===== src/rtl/uart_rx.sv =====
// UART receiver: 8N1 or 8-with-parity frames sampled on an oversample clock enable.
// Single clk_in domain; bytes are held for the host under a valid/ack handshake with sticky overrun.
module uart_rx #(
   parameter int DATA_BITS  = 8,
   parameter int OVERSAMPLE = 8
) (
   input  logic                 clk_in,
   input  logic                 rst,
   input  logic                 rx_tick,
   input  logic                 rx_in,
   input  logic                 parity_en,
   input  logic                 parity_odd,
   input  logic                 rx_ack,
   output logic [DATA_BITS-1:0] rx_data,
   output logic                 rx_valid,
   output logic                 frame_err,
   output logic                 parity_err,
   output logic                 overrun,
   output logic                 busy
);

   localparam int TW = $clog2(OVERSAMPLE);
   localparam int BW = (DATA_BITS > 1) ? $clog2(DATA_BITS) : 1;
   localparam logic [TW-1:0] T_MID  = TW'(OVERSAMPLE/2 - 1);
   localparam logic [TW-1:0] T_END  = TW'(OVERSAMPLE - 1);
   localparam logic [BW-1:0] B_LAST = BW'(DATA_BITS - 1);

   typedef enum logic [2:0] {
      S_IDLE, S_START, S_DATA, S_PARITY, S_STOP, S_BREAK
   } state_t;

   state_t                state_q, state_d;
   logic                  sync_q, rx_s_q;
   logic [TW-1:0]         tcnt_q, tcnt_d;
   logic [BW-1:0]         bcnt_q, bcnt_d;
   logic [DATA_BITS-1:0]  shift_q, shift_d;
   logic                  pen_q, pen_d, podd_q, podd_d, perr_q, perr_d;
   logic [DATA_BITS-1:0]  rx_data_q, rx_data_d;
   logic                  rx_valid_q, rx_valid_d;
   logic                  frame_err_q, frame_err_d;
   logic                  parity_err_q, parity_err_d;
   logic                  overrun_q, overrun_d;
   logic                  done;

   always_comb begin
      state_d      = state_q;
      tcnt_d       = tcnt_q;
      bcnt_d       = bcnt_q;
      shift_d      = shift_q;
      pen_d        = pen_q;
      podd_d       = podd_q;
      perr_d       = perr_q;
      rx_data_d    = rx_data_q;
      rx_valid_d   = rx_valid_q;
      frame_err_d  = frame_err_q;
      parity_err_d = parity_err_q;
      overrun_d    = overrun_q;
      done         = 1'b0;

      if (rx_tick) begin
         unique case (state_q)
            S_IDLE: begin
               if (!rx_s_q) begin
                  state_d = S_START;
                  tcnt_d  = '0;
                  pen_d   = parity_en;
                  podd_d  = parity_odd;
                  perr_d  = 1'b0;
               end
            end
            S_START: begin
               if (tcnt_q == T_MID) begin
                  tcnt_d = '0;
                  bcnt_d = '0;
                  state_d = rx_s_q ? S_IDLE : S_DATA;
               end else begin
                  tcnt_d = tcnt_q + TW'(1);
               end
            end
            S_DATA: begin
               if (tcnt_q == T_END) begin
                  // LSB arrives first, so shift in from the top
                  shift_d = DATA_BITS'({rx_s_q, shift_q} >> 1);
                  tcnt_d  = '0;
                  bcnt_d  = bcnt_q + BW'(1);
                  if (bcnt_q == B_LAST) begin
                     bcnt_d  = '0;
                     state_d = pen_q ? S_PARITY : S_STOP;
                  end
               end else begin
                  tcnt_d = tcnt_q + TW'(1);
               end
            end
            S_PARITY: begin
               if (tcnt_q == T_END) begin
                  perr_d  = ((^shift_q) ^ rx_s_q) != podd_q;
                  tcnt_d  = '0;
                  state_d = S_STOP;
               end else begin
                  tcnt_d = tcnt_q + TW'(1);
               end
            end
            S_STOP: begin
               if (tcnt_q == T_END) begin
                  done    = 1'b1;
                  tcnt_d  = '0;
                  state_d = rx_s_q ? S_IDLE : S_BREAK;
               end else begin
                  tcnt_d = tcnt_q + TW'(1);
               end
            end
            S_BREAK: begin
               if (rx_s_q) state_d = S_IDLE;
            end
            default: state_d = S_IDLE;
         endcase
      end

      // A completing frame takes priority over a coincident acknowledge
      if (done) begin
         rx_data_d    = shift_q;
         rx_valid_d   = 1'b1;
         frame_err_d  = ~rx_s_q;
         parity_err_d = perr_q;
         overrun_d    = rx_valid_q & ~rx_ack;
      end else if (rx_valid_q && rx_ack) begin
         rx_valid_d = 1'b0;
         overrun_d  = 1'b0;
      end
   end

   always_ff @(posedge clk_in or posedge rst) begin
      if (rst) begin
         sync_q       <= 1'b1;
         rx_s_q       <= 1'b1;
         state_q      <= S_IDLE;
         tcnt_q       <= '0;
         bcnt_q       <= '0;
         shift_q      <= '0;
         pen_q        <= 1'b0;
         podd_q       <= 1'b0;
         perr_q       <= 1'b0;
         rx_data_q    <= '0;
         rx_valid_q   <= 1'b0;
         frame_err_q  <= 1'b0;
         parity_err_q <= 1'b0;
         overrun_q    <= 1'b0;
      end else begin
         sync_q       <= rx_in;
         rx_s_q       <= sync_q;
         state_q      <= state_d;
         tcnt_q       <= tcnt_d;
         bcnt_q       <= bcnt_d;
         shift_q      <= shift_d;
         pen_q        <= pen_d;
         podd_q       <= podd_d;
         perr_q       <= perr_d;
         rx_data_q    <= rx_data_d;
         rx_valid_q   <= rx_valid_d;
         frame_err_q  <= frame_err_d;
         parity_err_q <= parity_err_d;
         overrun_q    <= overrun_d;
      end
   end

   assign rx_data    = rx_data_q;
   assign rx_valid   = rx_valid_q;
   assign frame_err  = frame_err_q;
   assign parity_err = parity_err_q;
   assign overrun    = overrun_q;
   assign busy       = (state_q != S_IDLE);

endmodule


===== config.mk =====
export PLATFORM = sky130hd
export DESIGN_NAME = uart_rx
export DESIGN_NICKNAME = d
export VERILOG_FILES = /design/src/rtl/uart_rx.sv
export SDC_FILE = /design/constraint.sdc
export NUM_CORES = 1
export LEC_CHECK = 0
export ABC_CLOCK_PERIOD_IN_PS = 4750
export CAP_MARGIN = 0
export CORE_MARGIN = 1.5
export CORE_UTILIZATION = 59
export DETAILED_ROUTE_END_ITERATION = 10
export HOLD_SLACK_MARGIN = 0.12
export PLACE_DENSITY_LB_ADDON = 0.2
export SLEW_MARGIN = 5
export SYNTH_ARGS = -nofsm -noshare
export SYNTH_HDL_FRONTEND = slang
export SYNTH_SLANG_ARGS = --single-unit

===== constraint.sdc =====
create_clock -name clk_in -period 4.75 [get_ports clk_in]
set_input_delay 0.475 -clock clk_in [delete_from_list [all_inputs] [get_ports clk_in]]
set_output_delay 0.475 -clock clk_in [all_outputs]
set_load 0.05 [all_outputs]

## After elaboration in Yosys (flattened, before gate mapping)

Index checks and enable logic that the tools add are counted.

| storage, ports and cells | value |
|---|---|
| register bits after elaboration | 34 |
| logic and storage cells | 79 |

| cells by class | value |
|---|---|
| reductions and logical operators | 15 |
| add/subtract/negate cells | 2 |
| equal/unequal tests | 16 |
| bitwise operators | 4 |
| mux-type cells | 28 |

Operator list:

| operator | count |
|---|---|
| 3-bit 2-to-1 mux | 15 |
| 3-bit case mux with 6 select lines | 1 |
| 2-bit != test (second input constant) | 7 |
| 3-bit == test (second input constant) | 4 |
| 3-bit by 2-bit == test with 1-bit output (second input constant) | 3 |
| 3-bit case mux with 3 select lines | 1 |
| 3-bit AND reduction | 3 |
| 1-bit 2-to-1 mux | 8 |
| 4-bit AND reduction | 2 |
| 8-bit AND reduction | 1 |
| 8-bit parity | 1 |
| 3-bit by 1-bit adder with 3-bit output (second input constant) | 2 |
| 3-bit case mux with 2 select lines | 1 |
| 2-bit nonzero test | 3 |
| 3-bit nonzero test | 2 |
| 3-bit by 1-bit == test with 1-bit output (second input constant) | 1 |
| 3-bit zero test | 1 |
| 3-bit OR reduction | 1 |
| 2-bit 2-to-1 mux | 1 |
| 1-bit NOT | 2 |
| 1-bit case mux with 2 select lines | 1 |
| 1-bit AND | 1 |
| 1-bit logical AND | 1 |
| 1-bit != test | 1 |
| 1-bit bitwise XOR | 1 |

## Logic depth before layout (Yosys ltp)

Gate-level depths: netlist of run 1.

| depth | value |
|---|---|
| word-level depth | 5 |
| depth in mapped cells | 7 |
| gate-level depth less buffers | 7 |

## Least setup slack after synthesis of run 1

No wires, ideal clock.

| timing | value |
|---|---|
| kind | reg-to-reg |
| start | register state_q[2] |
| end | register state_q[1] |
| cell stages (with the launch flop) | 8 |
| setup slack | 3.051 ns |
| setup time | 0.125 ns |
| clock period less this slack | 1.699 ns |
| arrival time | 1.574 ns |
| cell sequence | dfrtp_1 -> buf_6 -> nor3_2 -> inv_2 -> nand2_1 -> a21oi_1 -> a211o_2 -> mux2_4 |

| between the ends | value |
|---|---|
| word-level cells in the longest chain between the ends | 3 |

RTL lines:

| item | line | RTL |
|---|---|---|
| from (decl) | 32 | `state_t state_q, state_d;` |
| from (signal assigned) | 151 | `state_q <= state_d;` |
| 3-bit by 2-bit == test with 1-bit output (tied with other cells) | 61 | `unique case (state_q)` |
| 2-bit != test (no source line) | - |  |
| 8-bit AND reduction (no source line) | - |  |

Several ways; a longest one is shown, not always the timed one.
A chain may end at the register's enable or synchronous reset.

## Final worst setup path of run 1

| timing | value |
|---|---|
| start | register state_q[0] |
| end | output busy |

| between the ends | value |
|---|---|
| word-level cells in the longest chain between the ends | 1 |

RTL lines:

| item | line | RTL |
|---|---|---|
| 3-bit nonzero test | 171 | `assign busy = (state_q != S_IDLE);` |
| to (decl) | 19 | `output logic busy` |

Every way passes these cells.

==> results.json, run 1 <==
{
  "status": "completed",
  "dieWidth_um": 56.6,
  "hpwlAfterDp_mm": 2.11,
  "cts.sinks": 34,
  "m1WireLength_mm": 1.29,
  "syn_inst": 141,
  "hold_buffers": 0,
  "die_h_um": 56.6,
  "ctsLongestPathBuffers": 2,
  "vdd.ir_drop.worst_mv": 0.416,
  "synth-edff-count": 0,
  "cts_tree": "done",
  "synthesis.area_per_instance_um2": 12.0,
  "ios": 20,
  "diodes": 0,
  "crit_type": "register to output pin",
  "wire_per_inst_um": 15.5,
  "power_leakage_nw": 0.908,
  "postSynth.asyncResetShare_pct": 100,
  "grt_pass1_wl_mm": 5.23,
  "finalHoldViolCount": 0,
  "met3_wirelength_um": 143,
  "postCtsSetupRepairBufs": 0,
  "synth_area_mm2": 0.00170,
  "drc": 0,
  "rsz0062_at_grt": "false",
  "nets": 175,
  "area_delta_synth_final_pct": 16.3,
  "cts_root_buf": "clkbuf_4",
  "first_pass_iters": 4,
  "finalWirelength_mm": 3.02,
  "ys_warn_count": 0,
  "hold_ws_ps": 362,
  "required_ps": 4280,
  "grt_start_max_net_pins": 35,
  "cts_made_buffers": 5,
  "min_path_type": "register to register",
  "io_buffers": 19,
  "worst_skew_pair.late_latency_ps": 340,
  "cts_resized": 0,
  "dr.first_iter.drc_count": 49,
  "drt-vias-per-instance": 5.90,
  "place_area_mm2": 0.00190,
  "slew-limit-headroom_pct": 61.7,
  "gp_congestion": 0.820,
  "cap_violations": 0,
  "yosysSeqAreaShare_pct": 50.3,
  "multi_input_area_um2": 768,
  "synthFlopType": "dfrtp_1",
  "drive_gt1_share_pct": 26.8,
  "core_mm2": 0.00273,
  "highest_layer": "met4",
  "fp.dieArea_mm2": 0.00321,
  "cp-start-kind": "register",
  "overflow": 0,
  "fin_util_pct": 72.2,
  "wl_met2_mm": 1.51,
  "setup_violations": 0,
  "cp-end-kind": "output pin",
  "rows": 19,
  "p_per_area_mw_per_mm2": 462,
  "initial_core_util_pct": 62.1,
  "dp_cells": 187,
  "clock_skew_ps": 11.1,
  "pre_cts_ws_ps": 2480,
  "yosys_register_bits": 34,
  "fin_area_mm2": 0.00197,
  "fin_tns_setup_ps": 0,
  "fin_cells": 195,
  "slew_violations": 0,
  "cp_max_fo": 13,
  "cts_max_level": 2,
  "grt_usage_pct": 22.2,
  "filler_cell_count": 193,
  "worst_slack_ps": 2210,
  "ant_nets": 0,
  "total_power_mw": 0.913,
  "clkSlewWorstSetupHoldPaths_ps": 110,
  "cp.arrival_ps": 2070,
  "syn_nets": 153,
  "tightest_slew_ps": 573,
  "grt_pass1_vias": 1137,
  "antenna_found_initial": 0,
  "post-route-period-util_pct": 53.5,
  "seqCellArea_um2": 853,
  "clock.fmax_mhz": 393,
  "vias": 1151,
  "finalCriticalPeriod_ps": 2540,
  "synth.distinct_cells": 36
}
[worst max-delay path, cell delays in order, from the launching register on]
cell and delay (ps):
dfrtp_1 580, nor3_2 360, inv_2 80, clkdlybuf4s50_1 700
[Yosys cell counts (2+ instances only)]
cell / count / area, um2
nor2_1: 5 / 18.8
and3_1: 3 / 18.8
dfrtp_1: 32 / 801
o21ai_0: 4 / 20.0
o41ai_1: 2 / 17.5
nand2_1: 7 / 26.3
inv_1: 6 / 22.5
xnor2_1: 10 / 87.6
inv_2: 3 / 11.3
a21oi_1: 7 / 35.0
dfstp_2: 2 / 52.6
nor3_2: 2 / 20.0
buf_4: 3 / 22.5
mux2i_1: 5 / 50.1
ha_1: 5 / 62.6
nand3_1: 4 / 20.0
mux2_2: 22 / 248
[registers in the layout (all words and copies together) (netlist names), 3 cells and up]
register  flops
bcnt_q        3
rx_data       8
shift_q       8
state_q       3
tcnt_q        3
[layout make-up]
type	count	share of cell area, %
inverter	10	1.90
timing repair buffer	20	10.0
clock buffer	8	3.99
tap	31	1.96
multi-input combinational	92	38.9
sequential	34	43.2
[final timing paths]
path	depth (start not counted)	from	to	slack (ps)
setup reg to reg	4	state_q[0]	rx_data[3]	2800
hold reg to reg	0	sync_q	rx_s_q	360
min in group asynchronous	3	rst	rx_valid	510
setup / recovery	3	state_q[0]	busy	2210
max in group asynchronous	3	rst	sync_q	3900
hold / removal	0	sync_q	rx_s_q	360
[where the power goes]
part	leakage [nW]	internal [mW]	switching, mW
Clock	0.0446	0.101	0.0959
Combinational	0.408	0.137	0.166
Sequential	0.455	0.333	0.0802
Total	0.908	0.571	0.342
[routing by layer]
| layer | up-vias | track usage, % |
|---|---|---|
| li1 | 537 | - |
| met1 | 572 | 27.5 |
| met2 | 34 | 34.2 |
| met3 | 8 | 7.83 |
| met4 | 0 | 11.2 |
| met5 | - | 0 |
[cells in the final DEF, fill, tap and decap left out, types with 5 or more instances in the layout]
| cell | count |
|---|---|
| xnor2_1 | 10 |
| a21oi_1 | 7 |
| clkbuf_4 | 5 |
| nor2_1 | 5 |
| ha_1 | 5 |
| mux2i_1 | 5 |
| mux2_2 | 22 |
| nand2_1 | 7 |
| dfrtp_1 | 32 |
| clkdlybuf4s50_1 | 19 |
| inv_1 | 6 |
[cell families after synthesis]
kind of cell | after synthesis | share of synthesized area (%)
simple gates | 28 | 9.88
flops | 34 | 50.3
xor+xnor | 10 | 5.16
fa+ha+maj | 5 | 3.68
buf+inv | 15 | 4.49
compound gates | 21 | 8.11
mux | 28 | 18.4
No activity file was read; power rests on OpenSTA's default activity.
==> run 2: changes to the inputs <==
--- a/config.mk
+++ b/config.mk
@@ -5,10 +5,10 @@
 export SDC_FILE = /design/constraint.sdc
 export NUM_CORES = 1
 export LEC_CHECK = 0
-export ABC_CLOCK_PERIOD_IN_PS = 4750
+export ABC_CLOCK_PERIOD_IN_PS = 2400
 export CAP_MARGIN = 0
 export CORE_MARGIN = 1.5
-export CORE_UTILIZATION = 59
+export CORE_UTILIZATION = 55
 export DETAILED_ROUTE_END_ITERATION = 10
 export HOLD_SLACK_MARGIN = 0.12
 export PLACE_DENSITY_LB_ADDON = 0.2
==> constraint.sdc (replaced) <==
create_clock -name clk_in -period 2.4 [get_ports clk_in]
set_input_delay 0.24 -clock clk_in [delete_from_list [all_inputs] [get_ports clk_in]]
set_output_delay 0.24 -clock clk_in [all_outputs]
set_load 0.05 [all_outputs]
==> results.json, run 2 (synthesis gave the netlist of run 1 again) <==
{
  "status": "completed",
  "crit_slowest_cell": "dfrtp_1",
  "seqCellArea_um2": 853,
  "io_buffers": 19,
  "finalWirelength_mm": 2.97,
  "first_pass_iters": 4,
  "grt_pass1_vias": 1192,
  "min_path_type": "input port to async pin",
  "cts_tree": "done",
  "area_delta_synth_final_pct": 18.8,
  "grt_pass1_wl_mm": 5.34,
  "cts.sinks": 34,
  "dieWidth_um": 58.6,
  "drc": 0,
  "path_cells": "clkinv_1 -> o41ai_1 -> a211o_2 -> mux2_4",
  "postCtsSetupRepairBufs": 0,
  "crit_path_start": "state_q[2]",
  "fin_tns_setup_ps": 0,
  "setup_violations": 0,
  "hold_buffers": 0,
  "finalCriticalPeriod_ps": 1920,
  "layout_common_cells": "32 x dfrtp_1, 22 x mux2_2, 18 x clkdlybuf4s50_1",
  "cp-end-kind": "register",
  "nets": 176,
  "hpwlAfterDp_mm": 2.07,
  "cp_max_fo": 10,
  "slew-limit-headroom_pct": 62.9,
  "cp.arrival_ps": 2160,
  "rsz0062_at_grt": "false",
  "initial_core_util_pct": 59.5,
  "cts_root_buf": "clkbuf_4",
  "p_per_area_mw_per_mm2": 972,
  "setup.worst_path.end": "state_q[1]",
  "die_h_um": 58.6,
  "diodes": 0,
  "fin_util_pct": 70.7,
  "drt-vias-per-instance": 5.72,
  "power_leakage_nw": 0.934,
  "r2r_slack_ps": 480,
  "cp-start-kind": "register",
  "rows": 19,
  "dr.first_iter.drc_count": 24,
  "worst_skew_pair.late_latency_ps": 340,
  "crit_type": "register to register",
  "multi_input_area_um2": 768,
  "cp_num_cells": 4,
  "required_ps": 2650,
  "antenna_found_initial": 0,
  "switching_share_pct": 34.6,
  "grt_usage_pct": 21.1,
  "post-route-period-util_pct": 80.0,
  "pwr-share-seq_pct": 41.6,
  "vias": 1122,
  "cts_made_buffers": 5,
  "ctsLongestPathBuffers": 2,
  "clock.fmax_mhz": 521,
  "slew_violations": 0,
  "tightest_slew_ps": 553,
  "filler_cell_count": 208,
  "cp_top_family": "flip-flops",
  "wire_per_inst_um": 15.1,
  "ios": 20,
  "vdd.ir_drop.worst_mv": 0.638,
  "crit_buf_inv": 1,
  "finalHoldViolCount": 0,
  "slowest_delay_ps": 600,
  "cts_max_level": 2,
  "overflow": 0,
  "core_mm2": 0.00285,
  "cap_violations": 0,
  "p_comb_share_pct": 30.3,
  "hold_ws_ps": 279,
  "final_common_cell": "dfrtp_1",
  "reg2reg_to": "state_q[1]",
  "internal-power_mw": 1.28,
  "clkSlewWorstSetupHoldPaths_ps": 120,
  "r2r-start": "state_q[2]",
  "fp.dieArea_mm2": 0.00343,
  "worstRegToRegCells": 4,
  "total_power_mw": 1.96,
  "drive_gt1_share_pct": 27.3,
  "grt_start_max_net_pins": 35,
  "clock_skew_ps": 16.4,
  "ant_nets": 0,
  "p_sw_mw": 0.678,
  "gp_congestion": 0.900,
  "p_clk_share_pct": 28.1
}
-- run 2: cell types whose count changed in the layout (fill, tap and decap cells not counted), sizes merged --
cell           delta
buf               +1
bufinv            +2
clkbuf            -2
clkdlybuf4s50     -1
dlymetal6s2s      +1
-- run 2: area by class of cell --
type | count | area share (%)
Clock buffer | 6 | 2.54
Clock inverter | 2 | 2.98
Inverter | 10 | 1.86
Multi-Input combinational cell | 92 | 38.1
Sequential cell | 34 | 42.3
Tap cell | 31 | 1.92
Timing Repair Buffer | 21 | 10.3
-- run 2: routing by layer --
layer | share of wire, % | GRT usage [%] | up-vias
met3 | 3.0 | 7.25 | 4
met5 | 0 | 0 | -
li1 | - | - | 543
met4 | 1.1 | 6.98 | 0
met1 | 44 | 26.5 | 555
met2 | 52 | 34.2 | 20
-- run 2: stage by stage --
| step | area [um2] | cells | setup WS [ps] |
|---|---|---|---|
| 2_1_floorplan | 1700 | 141 | 701 |
| 3_3_place_gp | 1900 | 188 | 442 |
| 3_5_place_dp | 1900 | 188 | 374 |
| 4_1_cts | 2010 | 196 | 109 |
| 5_1_grt | 2020 | 196 | 349 |
| 6_report | 2020 | 196 | 481 |
-- run 2: power by group through the flow --
stage | Sequential, mW | Combinational, mW | Clock (mW)
after floorplan | 0.772 | 0.527 | 0
after global placement | 0.818 | 0.581 | 0
after detailed placement | 0.824 | 0.592 | 0
after CTS | 0.813 | 0.600 | 0.561
after global routing | 0.831 | 0.654 | 0.593
final | 0.815 | 0.595 | 0.551
-- run 2: timing repair --
action | CTS | global route
setup endpoints to repair | 0 | 1
gates resized for setup | 0 | 1
endpoints found under the hold margin | 0 | 0
-- run 2: worst reg2reg max path, cell delays in order, from the launching register on --
cell and delay [ps]:
dfrtp_1 600, clkinv_1 340, o41ai_1 370, a211o_2 220
mux2_4 300
-- run 2: how the worst min path moves through the flow --
stage,from,end,slack (ps),cells past startpoint
2_1_floorplan,rx_in,sync_q,240,0
3_3_place_gp,sync_q,rx_s_q,350,0
3_5_place_dp,sync_q,rx_s_q,350,0
4_1_cts,rst,state_q[0],280,3
5_1_grt,rst,state_q[2],300,3
6_report,rst,perr_q,280,3
==> run 3: changes to the inputs <==
--- a/config.mk
+++ b/config.mk
@@ -5,7 +5,7 @@
 export SDC_FILE = /design/constraint.sdc
 export NUM_CORES = 1
 export LEC_CHECK = 0
-export ABC_CLOCK_PERIOD_IN_PS = 2400
+export ABC_CLOCK_PERIOD_IN_PS = 1900
 export CAP_MARGIN = 0
 export CORE_MARGIN = 1.5
 export CORE_UTILIZATION = 55
==> constraint.sdc (replaced) <==
create_clock -name clk_in -period 1.9 [get_ports clk_in]
set_input_delay 0.19 -clock clk_in [delete_from_list [all_inputs] [get_ports clk_in]]
set_output_delay 0.19 -clock clk_in [all_outputs]
set_load 0.05 [all_outputs]
==> results.json, run 3 (synthesis gave the netlist of run 1 again) <==
{
  "first_pass_iters": 4,
  "rows": 19,
  "cts_made_buffers": 5,
  "status": "completed",
  "slowest_delay_ps": 580,
  "p_clk_share_pct": 18.4,
  "required_ps": 2130,
  "cp_top_family": "compound AO/OA/AOI/OAI gates",
  "pre_cts_ws_ps": 88.0,
  "grt_pass1_vias": 1187,
  "hold_ws_ps": 256,
  "cts_root_buf": "clkbuf_4",
  "finalWirelength_mm": 2.94,
  "setup_violations": 0,
  "grt_usage_pct": 20.2,
  "crit_type": "register to register",
  "cts_max_level": 2,
  "cts.sinks": 34,
  "clock_skew_ps": 4.15,
  "slew_violations": 0,
  "core_mm2": 0.00285,
  "fin_tns_setup_ps": 0,
  "die_h_um": 58.6,
  "drt-vias-per-instance": 5.80,
  "path_cells": "clkinv_1 -> o41ai_1 -> a211o_2 -> mux2_4",
  "pwr-share-seq_pct": 45.0,
  "cap_violations": 0,
  "gp_congestion": 0.926,
  "vias": 1166,
  "post-route-period-util_pct": 91.8,
  "hold_buffers": 0,
  "initial_core_util_pct": 59.5,
  "clock.fmax_mhz": 573,
  "ant_nets": 0,
  "fp.dieArea_mm2": 0.00343,
  "fin_area_mm2": 0.00201,
  "fin_cells": 201,
  "finalHoldViolCount": 0,
  "final_common_cell": "dfrtp_1",
  "tightest_slew_ps": 498,
  "grt_start_max_net_pins": 35,
  "drc": 0,
  "diodes": 0,
  "wire_per_inst_um": 14.6,
  "worst_slack_ps": 156,
  "p_per_area_mw_per_mm2": 1120,
  "worst_skew_pair.late_latency_ps": 330,
  "hpwlAfterDp_mm": 2.12,
  "total_power_mw": 2.25,
  "cp-end-kind": "register",
  "p_sw_mw": 0.853,
  "cp_max_fo": 9,
  "clkSlewWorstSetupHoldPaths_ps": 100,
  "vdd.ir_drop.worst_mv": 0.569,
  "slew-limit-headroom_pct": 66.7,
  "switching_share_pct": 37.9,
  "area_delta_synth_final_pct": 18.6,
  "crit_buf_inv": 1,
  "ctsLongestPathBuffers": 2,
  "dp_cells": 193,
  "grt_pass1_wl_mm": 5.09,
  "min_path_type": "input port to async pin",
  "fin_util_pct": 70.6,
  "rsz0062_at_grt": "false",
  "layout_common_cells": "30 x dfrtp_1, 22 x mux2_2, 18 x clkdlybuf4s50_1",
  "internal-power_mw": 1.40,
  "dr.first_iter.drc_count": 57,
  "drive_gt1_share_pct": 30.6,
  "cp-start-kind": "register",
  "dieWidth_um": 58.6,
  "finalCriticalPeriod_ps": 1740,
  "crit_slowest_cell": "dfrtp_1",
  "cts_tree": "done",
  "ios": 20,
  "io_buffers": 19,
  "antenna_found_initial": 0,
  "nets": 181,
  "p_comb_share_pct": 36.6,
  "r2r_slack_ps": 160,
  "cp.arrival_ps": 1980,
  "overflow": 0,
  "place_area_mm2": 0.00195,
  "power_leakage_nw": 0.930
}
[run 3: cell types whose count changed in the layout (fill, tap and decap cells not counted), sizes merged]
cell          delta
clkinv           +1
buf              +6
bufinv           -2
dlymetal6s2s     -1
clkbuf           +1
[run 3: worst paths after layout]
| check | start | to | cells past startpoint |
|---|---|---|---|
| max | state_q[2] | state_q[1] | 4 |
| min | rst | tcnt_q[1] | 3 |
| max reg2reg | state_q[2] | state_q[1] | 4 |
| min reg2reg | sync_q | rx_s_q | 0 |
| max in group asynchronous | rst | sync_q | 3 |
| min in group clk_in | rx_in | sync_q | 1 |
[run 3: power groups by stage]
stage | Clock (mW) | Sequential [mW] | Combinational, mW
final | 0.414 | 1.01 | 0.823
after global routing | 0.458 | 1.04 | 0.903
after CTS | 0.436 | 1.01 | 0.826
after detailed placement | 0 | 1.02 | 0.821
after global placement | 0 | 1.01 | 0.800
after floorplan | 0 | 0.975 | 0.666
[run 3: what timing repair did]
action | CTS | global route
gates resized for setup | 0 | 2
buffers inserted | 0 | 0
endpoints found under the setup margin | 0 | 1
endpoints found under the hold margin | 0 | 0
[run 3: worst register-to-register path, delay by kind of cell, from the launching register on]
family	cells	cell delay, ps
buffers and inverters	1	170
AOI/OAI and AO/OA	2	590
DFF	1	580
muxes	1	300
[run 3: area by class of cell]
class	instances	area [um2]
inverters	10	37.5
fillers	218	840
flip-flops and latches	34	856
multi-input cells	92	768
clock buffers	7	55.1
clock inverters	1	5.00
well taps	31	38.8
repair buffers	26	253
[run 3: routing by layer]
layer / track usage [%] / vias up / wire, um
met5: 0 / - / 0
met4: 9.63 / 0 / 69
met3: 6.81 / 9 / 96
met2: 33.4 / 21 / 1540
met1: 23.6 / 578 / 1230
li1: - / 558 / -
